`src/rtl/lunar_pkg.sv`:
```
// Shared types and constants for the lunar-lander plant and its autopilot.
package lunar_pkg;

  localparam int NBITS_COMBUST = 8;
  localparam int NBITS_VELOCID = 12;
  localparam int NBITS_ALTURA  = 12;

  // Gravity term; must track the plant's value or the burn law drifts.
  localparam int ACEL_GRAVIT = 5;

  typedef enum logic [2:0] {
    IDLE    = 3'd0,
    COAST   = 3'd1,
    BRAKE   = 3'd2,
    LANDED  = 3'd3,
    CRASHED = 3'd4
  } ap_state_t;

endpackage

```
`src/rtl/lunar_burn_law.sv`:
```
// Combinational burn law: chase a target descent speed proportional to altitude,
// saturated to the 7-bit command range and to the fuel left in the tank.
module lunar_burn_law
  import lunar_pkg::*;
#(
  parameter int TARGET_SHIFT = 3,
  parameter int V_TOUCH      = 2,
  parameter int MAX_BURN     = 127
) (
  input  logic        [NBITS_ALTURA-1:0]  altura,
  input  logic signed [NBITS_VELOCID-1:0] velocidade,
  input  logic        [NBITS_COMBUST-1:0] combustivel,
  output logic        [6:0]               burn
);

  // 14 bits covers the full range of altura>>shift, velocidade and the constants.
  localparam logic signed [13:0] VT_S  = 14'(V_TOUCH);
  localparam logic signed [13:0] AG_S  = 14'(ACEL_GRAVIT);
  localparam logic signed [13:0] MAX_S = 14'(MAX_BURN);

  logic signed [13:0] alt_sh, v_target, vel_s, fuel_s, raw, lim;

  assign alt_sh   = $signed({2'b00, altura >> TARGET_SHIFT});
  assign vel_s    = {{2{velocidade[NBITS_VELOCID-1]}}, velocidade};
  assign fuel_s   = $signed({6'b0, combustivel});
  assign v_target = -alt_sh - VT_S;
  assign raw      = v_target - vel_s + AG_S;

  // Positive error only: the engine cannot push the lander downward.
  always_comb begin
    burn = '0;
    lim  = raw;
    if (raw > 14'sd0) begin
      if (lim > MAX_S)  lim = MAX_S;
      if (lim > fuel_s) lim = fuel_s;
      burn = lim[6:0];
    end
  end

endmodule

```
`src/rtl/lunar_autopilot.sv`:
```
// Closed-loop autopilot: phase FSM (idle/coast/brake/touchdown) driving a
// registered burn command, touchdown verdict flags and a burn accumulator.
module lunar_autopilot
  import lunar_pkg::*;
#(
  parameter int ALT_BRAKE    = 200,
  parameter int V_COAST_MAX  = 80,
  parameter int TARGET_SHIFT = 3,
  parameter int V_TOUCH      = 2,
  parameter int V_SAFE       = 10,
  parameter int MAX_BURN     = 127
) (
  input  logic                            clk_2,
  input  logic                            reset,
  input  logic                            enable,
  input  logic        [NBITS_ALTURA-1:0]  altura,
  input  logic signed [NBITS_VELOCID-1:0] velocidade,
  input  logic        [NBITS_COMBUST-1:0] combustivel,
  output logic        [6:0]               decr_combust,
  output ap_state_t                       state,
  output logic                            landed,
  output logic                            crashed,
  output logic                            fuel_out,
  output logic        [15:0]              burn_total
);

  localparam logic        [NBITS_ALTURA-1:0]  ALT_BRAKE_U = NBITS_ALTURA'(ALT_BRAKE);
  localparam logic signed [NBITS_VELOCID-1:0] V_COAST_NEG = NBITS_VELOCID'(-V_COAST_MAX);
  localparam logic signed [NBITS_VELOCID-1:0] V_SAFE_NEG  = NBITS_VELOCID'(-V_SAFE);

  logic [6:0]  burn;
  logic [16:0] bt_sum;

  lunar_burn_law #(
    .TARGET_SHIFT(TARGET_SHIFT),
    .V_TOUCH     (V_TOUCH),
    .MAX_BURN    (MAX_BURN)
  ) u_burn_law (
    .altura     (altura),
    .velocidade (velocidade),
    .combustivel(combustivel),
    .burn       (burn)
  );

  // Accumulates the command already on the output, so it trails it by a cycle.
  assign bt_sum = {1'b0, burn_total} + {10'b0, decr_combust};

  // Phase FSM with registered command, sticky verdict flags and burn total.
  always_ff @(posedge clk_2) begin
    if (reset) begin
      state        <= IDLE;
      decr_combust <= '0;
      landed       <= 1'b0;
      crashed      <= 1'b0;
      fuel_out     <= 1'b0;
      burn_total   <= '0;
    end else begin
      burn_total   <= bt_sum[16] ? 16'hFFFF : bt_sum[15:0];
      decr_combust <= '0;
      case (state)
        IDLE: begin
          // No touchdown check while disengaged, even sitting at altura==0.
          if (enable) state <= COAST;
        end
        COAST, BRAKE: begin
          if (combustivel == '0 && altura != '0) fuel_out <= 1'b1;
          // Touchdown outranks disengage and phase changes.
          if (altura == '0) begin
            if (velocidade >= V_SAFE_NEG) begin
              state  <= LANDED;
              landed <= 1'b1;
            end else begin
              state   <= CRASHED;
              crashed <= 1'b1;
            end
          end else if (!enable) begin
            state <= IDLE;
          end else if (state == COAST) begin
            if (altura <= ALT_BRAKE_U || velocidade < V_COAST_NEG) state <= BRAKE;
          end else begin
            decr_combust <= burn;
          end
        end
        LANDED, CRASHED: ;
        default: state <= IDLE;
      endcase
    end
  end

endmodule
```
`config.mk`:
```
export PLATFORM = sky130hd
export DESIGN_NAME = lunar_autopilot
export DESIGN_NICKNAME = d
export VERILOG_FILES = /design/src/rtl/lunar_pkg.sv /design/src/rtl/lunar_burn_law.sv /design/src/rtl/lunar_autopilot.sv
export SDC_FILE = /design/constraint.sdc
export NUM_CORES = 1
export LEC_CHECK = 0
export ABC_AREA = 1
export BUFFER_PORTS_ARGS = -buffer_cell sky130_fd_sc_hd__buf_2
export CORE_ASPECT_RATIO = 1.2
export CORE_MARGIN = 5
export CORE_UTILIZATION = 55
export CTS_CLUSTER_DIAMETER = 60
export DETAILED_ROUTE_END_ITERATION = 8
export MAX_ROUTING_LAYER = met4
export PLACE_DENSITY = 0.9
export RECOVER_POWER = 100
export SLEW_MARGIN = 5
export SYNTH_ARGS = -nofsm -noshare
export SYNTH_HDL_FRONTEND = slang
export SYNTH_SLANG_ARGS = --single-unit
```
`constraint.sdc`:
```
create_clock -name clk_2 -period 4.5 [get_ports clk_2]
set_input_delay 0.45 -clock clk_2 [delete_from_list [all_inputs] [get_ports clk_2]]
set_output_delay 0.45 -clock clk_2 [all_outputs]
set_load 0.005 [all_outputs]
```
== Yosys cells after proc, flatten, opt, wreduce, memory -nomap -nowiden ==
Cells that the tools add are included.
Storage, ports and cells
  output and inout port bits: 29
  bits of input ports: 35
  word-level logic and storage cells: 53
  flip-flop bits (word level): 29
Operators by class
  $lt $le $gt $ge: 6
  add/subtract/negate cells: 5
  equal/unequal tests: 7
  bitwise gates (word level): 5
  reduce and logical (&&, ||, !) cells: 13
  mux-type cells: 11
Operators by type and width (count)
  $mux 14: 2
  $mux 3: 6
  $add 16x7->17: 1
  $mux 16: 1
  $add 14x4->14 const B: 1
  $gt 14x1->1 const B: 1
  $gt 14x8->1 const B: 1
  $gt 14x9->1: 1
  $neg 9->14: 1
  $sub 14x12->14: 1
  $sub 14x3->14 const B: 1
  $ge 12x5->1 const B: 1
  $le 12x8->1 const B: 1
  $logic_not 12->1: 1
  $lt 12x8->1 const B: 1
  $reduce_bool 12->1: 1
  $pmux 3 s3: 1
  $logic_not 8->1: 1
  $ne 4x4->1 const B: 2
  $mux 7: 1
  $eq 3x2->1 const B: 2
  $reduce_and 3->1: 2
  $reduce_or 6->1: 1
  $not 1->1: 5
  9 further kinds: 10

== Logic depth before layout (Yosys ltp) ==
Gate-level depths: netlist of the first run.
  word-level depth: 9
  gate-level depth with buffers: 28
  mapped depth without buffers: 27

== Hierarchy ==
A second synthesis of the first run with hierarchy kept.
Unflattened totals
  cell total of the unflattened synthesis: 499
  area, all modules: 3055.4 um^2
Modules (own cells, without submodules)
  lunar_autopilot: area each 1687.9 um^2, cells each 245, seq. area each 580.6 um^2, instances 1
  lunar_burn_law: area each 1367.6 um^2, cells each 254, seq. area each 0.0 um^2, instances 1

== Least setup slack after synthesis of the first run ==
OpenSTA, ideal clock, no wires.
  path kind: input to register
  start point: input port altura[4]
  end point: register decr_combust[0]
  library setup time: 112 ps
  stages: 25
  slack: 990 ps
  arrival: 3398 ps
  buffers on the path: 1
  data required time: 4388 ps
  path through: inv_1 ha_1 ha_1 inv_1 fa_1 inv_1 nand3_1 nand2_1 nand3_1 nand3_2 nand3_1 nor2_2 nand2_2 nand2_4 nand2_1 ha_1 nand2_1 inv_1 nand3_1 inv_1 nand4_1 and3_1 clkbuf_1 nor2_1 nor2_1
Between the ends
  cells in the longest elaborated chain, start to end: 9
  elaborated cells between the ends (all ways): 13
  those cells by class: 4 x add/sub; 3 x order compare; 3 x mux; 1 x bitwise; 2 x reduce/logical
Ends and longest elaborated chain
  start: declaration: line lunar_autopilot.sv:16  | input logic [NBITS_ALTURA-1:0] altura,
  $neg 9->14: line lunar_burn_law.sv:26  | assign v_target = -alt_sh - VT_S;
  $sub 14x3->14: line lunar_burn_law.sv:26
  $sub 14x12->14: line lunar_burn_law.sv:27  | assign raw = v_target - vel_s + AG_S;
  $add 14x4->14: line lunar_burn_law.sv:27
  $gt 14x8->1: line lunar_burn_law.sv:34  | if (lim > MAX_S) lim = MAX_S;
  $mux 14: line lunar_burn_law.sv:34
  $mux 14: line lunar_burn_law.sv:33  | if (raw > 14'sd0) begin
  $gt 14x9->1: line lunar_burn_law.sv:35  | if (lim > fuel_s) lim = fuel_s;
  $mux 7: line lunar_burn_law.sv:35
  end signal: assignment: line lunar_autopilot.sv:81  | decr_combust <= burn;
  end: declaration: line lunar_autopilot.sv:19  | output logic [6:0] decr_combust,
Parallel ways exist; a longest one is shown, timed or not. The select of a mux whose other input is x is not followed.
A chain may end at the register's enable or synchronous reset.

== Final worst setup path of the first run ==
  start point: input port velocidade[1]
  end point: register decr_combust[0]
Between the ends
  cells in the longest elaborated chain, start to end: 7
  elaborated cells between the ends (all ways): 10
  those cells by class: 2 x add/sub; 3 x order compare; 3 x mux; 1 x bitwise; 1 x reduce/logical
Ends and longest elaborated chain
  start: declaration: line lunar_autopilot.sv:17  | input logic signed [NBITS_VELOCID-1:0] velocidade,
  $sub 14x12->14 *: line lunar_burn_law.sv:27
  $add 14x4->14 *: line lunar_burn_law.sv:27
  $gt 14x8->1: line lunar_burn_law.sv:34
  $mux 14: line lunar_burn_law.sv:34
  $mux 14: line lunar_burn_law.sv:33
  $gt 14x9->1: line lunar_burn_law.sv:35
  $mux 7: line lunar_burn_law.sv:35
Every way passes the cells marked *; elsewhere a longest branch is shown, timed or not. The select of a mux whose other input is x is not followed.

==> impl_results.md, run 1 <==
* Status: completed
* Max-cap viol count at 0
* Power, Total at 909 uW
* Drt total wl at roughly 7.6 mm
* Yosys reg bits at 29
* Adder-cell share of the synthesized area at 0.170
* Tcrit/Tclk final at 0.871
* Final GP Congestion at 0.944
* Hold_buf cts at 0
* CP endpoint kind: register
* IO Count at 64
* Cts bufs inserted at 5
* EDFF count, synth at 0
* Slew @ Worst Pin at between 0.4 and 0.5 ns
* WS Path Type: in2reg
* Post-CTS Setup Repair Bufs at 0
* Worst path required time at 4.72 ns
* VDD IR-drop max at 0.123 mV
* Antenna Nets Post-Route at 0
* Arr. time, crit path at 4.14 ns
* Initial Utilization at 0.556
* Worst r2r path cells at 12
* Die X-Extent at 76.1 um
* CTS resizes at 0
* Post-synthesis xor/xnor area fraction at 0.0303
* Worst hold path class: reg2reg
* PwrDens at 273 mW/mm^2
* Ranking of synthesized cells by area: dfxtp_1 (20%), ha_1 (16%), nand2_1 (14%), inv_1 (13%), nand3_1 (8.0%)
* Reg-to-Reg Start: decr_combust[0]
* Crit-path max FO at 12
* Initial antenna violation count at 0
* R2r endpoint: burn_total[11]
* CTS H-tree depth at 2
* Initial DRC count at 150
* Final Critical Period at 3.92 ns
* Max-slew violations at 0
* Port buffer count at 63
* Fin. Hold Viols at 0
* Final setup fails at 0
* Post-Synthesis Cells at 470
* Synth Area per Inst at 6.14 sq um
* Syn Nets at between 500 and 600
* Simple-gate portion of the synthesized area at 0.368
* Clock Sinks at 29
* DRC violations left at 0
* Largest family of logic cells by synthesized area: simple AND/OR/NAND/NOR gates
* Die height at 89.4 um
* Cell Rows at 29
* Max Freq at roughly 260 MHz
* Gr usage total at 0.234
* Worst setup startpoint: velocidade[1]
* Worst Hold Launch: landed
* Post-DP HPWL at roughly 6.3 mm
* Ys Warns at 0
* Leakage power at roughly 1.9 nW
* Pre-CTS setup slack at 0.415 ns
* Largest net degree at the start of global routing at 18
* Hold path cells at 2
* Vias in the first global route at 3070
* Vias per cell at 5.34
* Max Root-Sink Buffers at 2
* Yosys cell types at 33
* Grt ovf at 0
* Via count at 3197
* Yosys top cell by area: dfxtp_1
* Slew headroom at 0.689
* Drt pass-1 iters at 4
* Worst setup SP type: input port
* First-pass GRT wire length at 12.7 mm
* Final WS setup at ~0.58 ns
* Post-synthesis async set-or-reset flop share at 0
* Mux contribution to synthesized area at 0
* Sequential area share after synthesis at 0.201
* # diodes at 0
* Die area at 0.00680 sq mm
* Cell Area, Synth at 0.00289 sq mm
* Setup TNS at 0 ns
* CTS tree: built
* Compound-Gate Fraction of Synth Area at 0.0910
* Core Area at just over 0.005 sq mm
* Layout cells sized above 1 at 0.101
* Total Nets Final at 609
* Unrepaired setup endpoints after global routing: no
* Reg clk slew, reported paths at approximately 0.06 ns
* Top cell type's share of synthesized area at 0.201
* R2R Setup Slk at 2.08 ns
* Routed len/inst at about 13 um
* Min-Delay Endpoint: landed
* Area grow syn2layout at 15.4%
* Final clock skew at 0.00895 ns
* Clk_lat worst skew at 0.29 ns
* Predominant post-synthesis flop cell: dfxtp_1
* CTS root buf: clkbuf_8
[cells by family (layout without fill, tap and decap cells)]
| logic type | Yosys count | after routing |
|---|---|---|
| flip-flops | 29 | 29 |
| adder cells (fa/ha/maj) | 38 | 38 |
| buffers and inverters | 105 | 172 |
| AO/OA/AOI/OAI | 48 | 48 |
| AND/OR/NAND/NOR | 240 | 240 |
| XOR/XNOR | 10 | 10 |
[per-stage QoR]
stage | cell area, sq um | utilization | hold WS [ns] | cells
2_1_floorplan | 2890 | - | 0.447 | 470
3_3_place_gp | 3260 | 0.628 | 0.437 | 591
3_5_place_dp | 3260 | 0.628 | 0.437 | 591
4_1_cts | 3370 | 0.650 | 0.447 | 599
5_1_grt | 3330 | 0.642 | 0.479 | 599
6_report | 3330 | 0.642 | 0.449 | 599
[flip-flops by register name, indices dropped and copies added, names as in the netlist]
signal / cells
burn_total: 16
decr_combust: 7
state: 3
crashed: 1
fuel_out: 1
landed: 1
[routing by layer]
metal  GRT usage  wire length [um]  vias up
li1            -                 -     1631
met1       0.225              2940     1435
met2       0.449              3970      109
met3      0.0363               397       22
met4       0.127               238        0
met5           -                 0        -
[area by class of cell]
| type | count | area (sq um) |
|---|---|---|
| repair buffers | 63 | 285 |
| flip-flops and latches | 29 | 581 |
| inverters | 101 | 379 |
| clock inverters | 1 | 30.0 |
| multi-input cells | 336 | 1890 |
| fillers | 501 | 1860 |
| well taps | 62 | 77.6 |
| clock buffers | 7 | 86.3 |
[cells in the final DEF, fill, tap and decap left out, types with 16 or more instances in the layout]
cell type  synthesis  final
nor2_1            44     45
inv_1            101    101
nand2_1          111    113
buf_2              0     39
a21oi_1           27     27
dfxtp_1           29     29
nand3_1           46     46
ha_1              36     36
nand4_1           16     16
clkbuf_1           3     25
[power breakdown]
group | leakage [nW] | switching [mW] | internal (mW)
Sequential | 0.234 | 0.0115 | 0.268
Clock | 0.0585 | 0.100 | 0.180
Combinational | 1.56 | 0.222 | 0.127
[synthesized netlist by cell type (all sizes together) (2+ instances only)]
| cell type | number |
|---|---|
| a31oi | 4 |
| inv | 101 |
| nor2 | 47 |
| nor3 | 9 |
| xor2 | 6 |
| clkbuf | 3 |
| dfxtp | 29 |
| xnor2 | 4 |
| nand3 | 48 |
| a21oi | 28 |
| ha | 36 |
| fa | 2 |
| nand2 | 115 |
| o21ai | 12 |
| nand4 | 16 |
[how the worst max path moves through the flow]
stage | to | slack, ns | cells after the start
global placement | decr_combust[5] | 0.62 | 25
finish | decr_combust[0] | 0.58 | 26
CTS | decr_combust[3] | 0.72 | 25
global route | decr_combust[1] | 0.16 | 26
floorplan | decr_combust[0] | 0.99 | 25
detailed placement | decr_combust[0] | 0.41 | 25
[worst max-delay path: stages]
cell      delay, ns
buf_2          0.09
inv_1          0.04
ha_1           0.27
ha_1           0.20
inv_1          0.07
fa_1           0.35
inv_1          0.11
nand3_1        0.09
nand2_1        0.12
nand3_1        0.09
nand3_2        0.22
nand3_1        0.11
nor2_1         0.15
nand2_1        0.12
nand2_4        0.11
nand2_1        0.09
ha_1           0.30
nand2_1        0.05
inv_1          0.06
nand3_1        0.08
o211ai_1       0.18
nand2_1        0.07
nand2_1        0.20
and3_1         0.34
nor2_1         0.10
nor2_1         0.09
Power figures use the tool's default switching activity.
==> run 2, diff against run 1 <==
- CORE_UTILIZATION: 55 -> 57
- CTS_BUF_LIST: default -> sky130_fd_sc_hd__clkbuf_4
- PLACE_DENSITY: 0.9 -> 0.92
==> run 2 against run 1 <==
- sequential share of layout area up 0.18 points
- sequential power about the same
- critical endpoint is now decr_combust[1]
- wire length fell by 1.9%
- clock power down 26%
- via count grew 0.19%
- register-to-register slack about the same
- final area shrank 1.0%
- combinational power barely moved
- non-clock buffer count unchanged
==> impl_results.md, run 2 (synthesis gave the netlist of run 1 again) <==
* Status: completed
* Die height at between 80 and 90 um
* R2R Setup Slk at 2.09 ns
* Crit-path max cell delay at ~0.38 ns
* Largest Register: burn_total
* Die X-Extent at 75.0 um
* Crit path depth at 25
* Via count at 3203
* CP endpoint kind: register
* Max FFs per register at 16
* Commonest non-fill, non-tap cell in the layout: nand2_1
* Max-slew violations at 0
* Unrepaired setup endpoints after global routing: no
* R2r endpoint: burn_total[11]
* Core Area at 0.00494 sq mm
* Final Critical Period at 3.89 ns
* First-pass GRT wire length at ~12 mm
* Cell Rows at 28
* Clk_lat worst skew at 0.32 ns
* Final core occ at 0.668
* Slew headroom at 0.667
* Reg-to-Reg Start: burn_total[0]
* Post-DP HPWL at around 6.3 mm
* Final GP Congestion at 0.967
* Crit path max-delay family: simple AND/OR/NAND/NOR gates
* WS Path Type: in2reg
* Max Freq at 257 MHz
* Placed cell area at 0.00325 sq mm
* Initial antenna violation count at 0
* Fin. Hold Viols at 0
* Grt ovf at 0
* Worst setup startpoint: velocidade[1]
* Worst setup endpoint: decr_combust[1]
* GR Util met2 at 0.464
* Final clock skew at about 0.0097 ns
* Multi-input logic area at 0.00189 sq mm
* # diodes at 0
* Worst path required time at 4.71 ns
* Met1 Track Usage GR at 0.233
* Antenna Nets Post-Route at 0
* Area grow syn2layout at 14.3%
* Drt pass-1 iters at 5
* Final instance area at 0.00330 sq mm
* Tcrit/Tclk final at 0.865
* Total Nets Final at 609
* VDD IR-drop max at 0.118 mV
* Initial Utilization at 0.584
* DRC violations left at 0
* Hold_buf cts at 0
* Storage cell area at roughly 580 sq um
* PwrDens at 253 mW/mm^2
* Leakage power at 1.87 nW
* Gr usage total at 0.243
* Port buffer count at 63
* Crit-path max FO at 12
* Number of fillers in the final layout at 465
* GRT met3 Usage at 0.0299
* CP max stage cell: and3_1
* Routed len/inst at 12.4 um
* CTS H-tree depth at 2
* Worst hold path class: reg2reg
* Bufs and invs on worst path at 6
* Drt total wl at 7.40 mm
* IO Count at 64
* CTS root buf: clkbuf_4
* Vias in the first global route at between 3000 and 4000
* Initial DRC count at 101
* Worst r2r path cells at 12
* CTS tree: built
* Gr busiest metal: met2
* Final setup fails at 0
* Layout cells sized above 1 at 0.115
* Max Root-Sink Buffers at 2
* Cell mode on critical path: inv_1
* Setup TNS at 0 ns
* Die area at 0.00659 sq mm
* Largest regs: burn_total x16, decr_combust x7, state x3
* Slew @ Worst Pin at 0.494 ns
* Clock Sinks at 29
* Commonest cells after routing, fill and taps aside: nand2_1 (112), inv_1 (101), nand3_1 (46), buf_2 (46), nor2_1 (45)
* Max-cap viol count at 0
* Cts bufs inserted at 5
* Largest net degree at the start of global routing at 18
* Worst setup SP type: input port
* Arr. time, crit path at 4.11 ns
* CTS resizes at 0
* Post-CTS Setup Repair Bufs at 0
* Vias per cell at 5.37
* Reg clk slew, reported paths at 0.09 ns
run 2: cell count changes in the layout (fill, tap and decap cells not counted), sizes merged:
cell,delta
clkbuf,-9
buf,+8
clkinv,+1
run 2: worst min path at each step:
stage                     startpoint      end  slack [ns]  depth (start not counted)
final                         landed   landed        0.45                          2
after detailed placement      landed   landed        0.44                          2
after CTS                     landed   landed        0.45                          2
after global placement        landed   landed        0.44                          2
after global routing         crashed  crashed        0.48                          2
after floorplan              crashed  crashed        0.45                          2
run 2: worst register-to-register path, stage by stage, from the launching register on:
cell and delay [ns]:
dfxtp_1 0.35, ha_1 0.16, inv_1 0.06, fa_1 0.40
o21ai_0 0.44, nand3_1 0.13, nand2_1 0.19, nand2_1 0.12
nor2_1 0.14, inv_1 0.14, o21ai_0 0.09, o21ai_0 0.09
inv_1 0.06
run 2: power by group:
| group | switching, mW | internal [mW] |
|---|---|---|
| clock | 0.0857 | 0.122 |
| sequential | 0.0107 | 0.268 |
| combinational | 0.221 | 0.127 |
| total | 0.317 | 0.517 |
run 2: metal layers:
metal | vias to the layer above | part of all wire
li1 | 1634 | -
met1 | 1433 | 0.37
met2 | 114 | 0.54
met3 | 22 | 0.057
met4 | 0 | 0.032
met5 | - | 0
run 2: area by class of cell:
class	instances	area share
Multi-Input combinational cell	336	0.573
Clock inverter	2	0.0102
Sequential cell	29	0.176
Timing Repair Buffer	63	0.0892
Tap cell	60	0.0228
Inverter	101	0.115
Clock buffer	6	0.0137
run 2: through the flow:
stage | power, mW | instances | hold slack [ns] | setup slack [ns]
after floorplan | 0.546 | 470 | 0.447 | 0.990
after global placement | 0.623 | 589 | 0.436 | 0.595
after detailed placement | 0.632 | 589 | 0.438 | 0.427
after CTS | 0.839 | 597 | 0.452 | 0.754
after global routing | 0.910 | 597 | 0.480 | 0.228
final | 0.834 | 597 | 0.454 | 0.607
==> run 3, diff against run 2 <==
- CORE_UTILIZATION: 57 -> 51
- PLACE_DENSITY: 0.92 -> 0.88
- clock period: 4.5 -> 3.2 ns (I/O delays scaled with it)
==> run 3 against run 2 <==
- sequential share of layout area is 3.0 points lower
- first-iteration DRC count is 130% higher
- non-clock buffer count is 40 higher
- utilization is 4.5 points higher
- wire length is 18% higher
- final area is 21% higher
- hold slack worse by 0.087 ns
- global-route usage is 0.87 points lower
- critical endpoint unchanged
- largest cell class unchanged
- largest power group unchanged
==> impl_results.md, run 3 (synthesis gave the netlist of run 1 again) <==
* Max Root-Sink Buffers at 2
* Max FFs per register at 16
* Setup TNS at 0 ns
* Final setup fails at 0
* Placed cell area at 0.00359 sq mm
* Hold Slack at around 0.37 ns
* Total Nets Final at 649
* Largest Register: burn_total
* Clk_lat worst skew at 0.33 ns
* CTS H-tree depth at 2
* CP max stage cell: fa_2
* Drt total wl at 8.76 mm
* Status: completed
* Cell Rows at 30
* Layout cells sized above 1 at 0.281
* Crit-path max cell delay at 0.32 ns
* Via count at 3467
* CP endpoint kind: register
* Largest regs: burn_total x16, decr_combust x7, state x3
* Die area at around 0.0073 sq mm
* Area grow syn2layout at 38.0%
* IO Count at 64
* Drt pass-1 iters at 5
* Die height at 92.4 um
* Power, Total at 1.42 mW
* Antenna Nets Post-Route at 0
* Worst hold path class: in2reg
* Initial antenna violation count at 0
* Post-DP HPWL at 6.62 mm
* PwrDens at 357 mW/mm^2
* Port buffer count at 63
* Pre-CTS setup slack at -0.373 ns
* Vias in the first global route at 3291
* Slew headroom at 0.704
* Die X-Extent at 78.7 um
* Max-cap viol count at 0
* Slew @ Worst Pin at ~0.44 ns
* Tcrit/Tclk final at 0.978
* Cts bufs inserted at 5
* Routed len/inst at 13.7 um
* CTS root buf: clkbuf_4
* Worst path required time at about 3.4 ns
* Final Critical Period at 3.13 ns
* Max-slew violations at 0
* Grt ovf at 0
* # diodes at 0
* Gr usage total at 0.234
* Final clock skew at 0.0191 ns
* DRC violations left at 0
* Worst setup SP type: input port
* Final WS setup at between 0.06 and 0.07 ns
* Core Area at around 0.0056 sq mm
* Vias per cell at 5.41
* Final GP Congestion at a little over 0.9
* First-pass GRT wire length at about 14 mm
* Post-route insts no fill at 641
* Cell mode on critical path: nand2_2
* Initial Utilization at 0.516
* Initial DRC count at 233
* Largest net degree at the start of global routing at 18
* CTS tree: built
* Commonest cells after routing, fill and taps aside: nand2_1 (98), inv_1 (95), buf_2 (52), nor2_1 (41), nand3_1 (39)
* Post-Place Cells at 626
* Leakage power at ~2.1 nW
* Arr. time, crit path at 3.34 ns
* Number of fillers in the final layout at 423
* VDD IR-drop max at 0.216 mV
* WS Path Type: in2reg
* R2R Setup Slk at 0.78 ns
* Max Freq at around 320 MHz
* Commonest non-fill, non-tap cell in the layout: nand2_1
* Fin. Hold Viols at 0
* Crit-path max FO at 7
* Reg clk slew, reported paths at 0.09 ns
* Final instance area at 0.00398 sq mm
* Hold_buf cts at 0
* Final core occ at 0.712
* Clock Sinks at 29
run 3: cell types whose count changed in the layout (fill, tap and decap cells not counted), moves of 4 or more:
cell	before	now
buf_2	46	52
buf_4	0	37
clkbuf_1	16	9
ha_1	36	19
ha_4	0	16
inv_1	101	95
inv_2	0	4
nand2_1	112	98
nand2_2	3	12
nand2_4	0	5
nand3_1	46	39
nand3_2	2	9
nor2_1	45	41
run 3: worst paths after layout:
check / startpoint / to / depth (start not counted)
setup / recovery: altura[4] / decr_combust[1] / 29
hold / removal: reset / burn_total[0] / 2
setup reg to reg: decr_combust[0] / burn_total[11] / 12
hold reg to reg: landed / landed / 2
run 3: routing by layer:
layer | track usage | up-vias | wire, um
met1 | 0.248 | 1570 | 3300
met4 | 0.0889 | 0 | 199
li1 | - | 1720 | -
met5 | - | - | 0
met2 | 0.443 | 158 | 4740
met3 | 0.0224 | 19 | 524
run 3: final cells by class:
cell class                 instances  area, sq um  area share
sequential                        29          581       0.146
clock inverter                     2         33.8     0.00848
inverter                         101          392      0.0983
timing repair buffer             103          628       0.158
tap                               64         80.1      0.0201
multi-input combinational        336         2220       0.558
clock buffer                       6         45.0      0.0113
run 3: what timing repair did:
item                                    in CTS  in global routing
pin swaps                                    7                 17
buffers inserted                             4                  3
gates resized for setup                      6                 45
endpoints found under the setup margin       5                  7
run 3: where the power goes:
| part | internal (mW) | leakage (nW) | switching [mW] |
|---|---|---|---|
| Combinational | 0.329 | 1.84 | 0.405 |
| Clock | 0.171 | 0.0433 | 0.123 |
| Sequential | 0.377 | 0.234 | 0.0171 |
| Total | 0.877 | 2.12 | 0.546 |
run 3: worst max-delay path: cells and delay by family:
| family | cells | cell delay [ns] |
|---|---|---|
| compound gates | 1 | 0.15 |
| fa+ha+maj | 4 | 0.98 |
| buf+inv | 6 | 0.41 |
| simple gates | 18 | 1.46 |
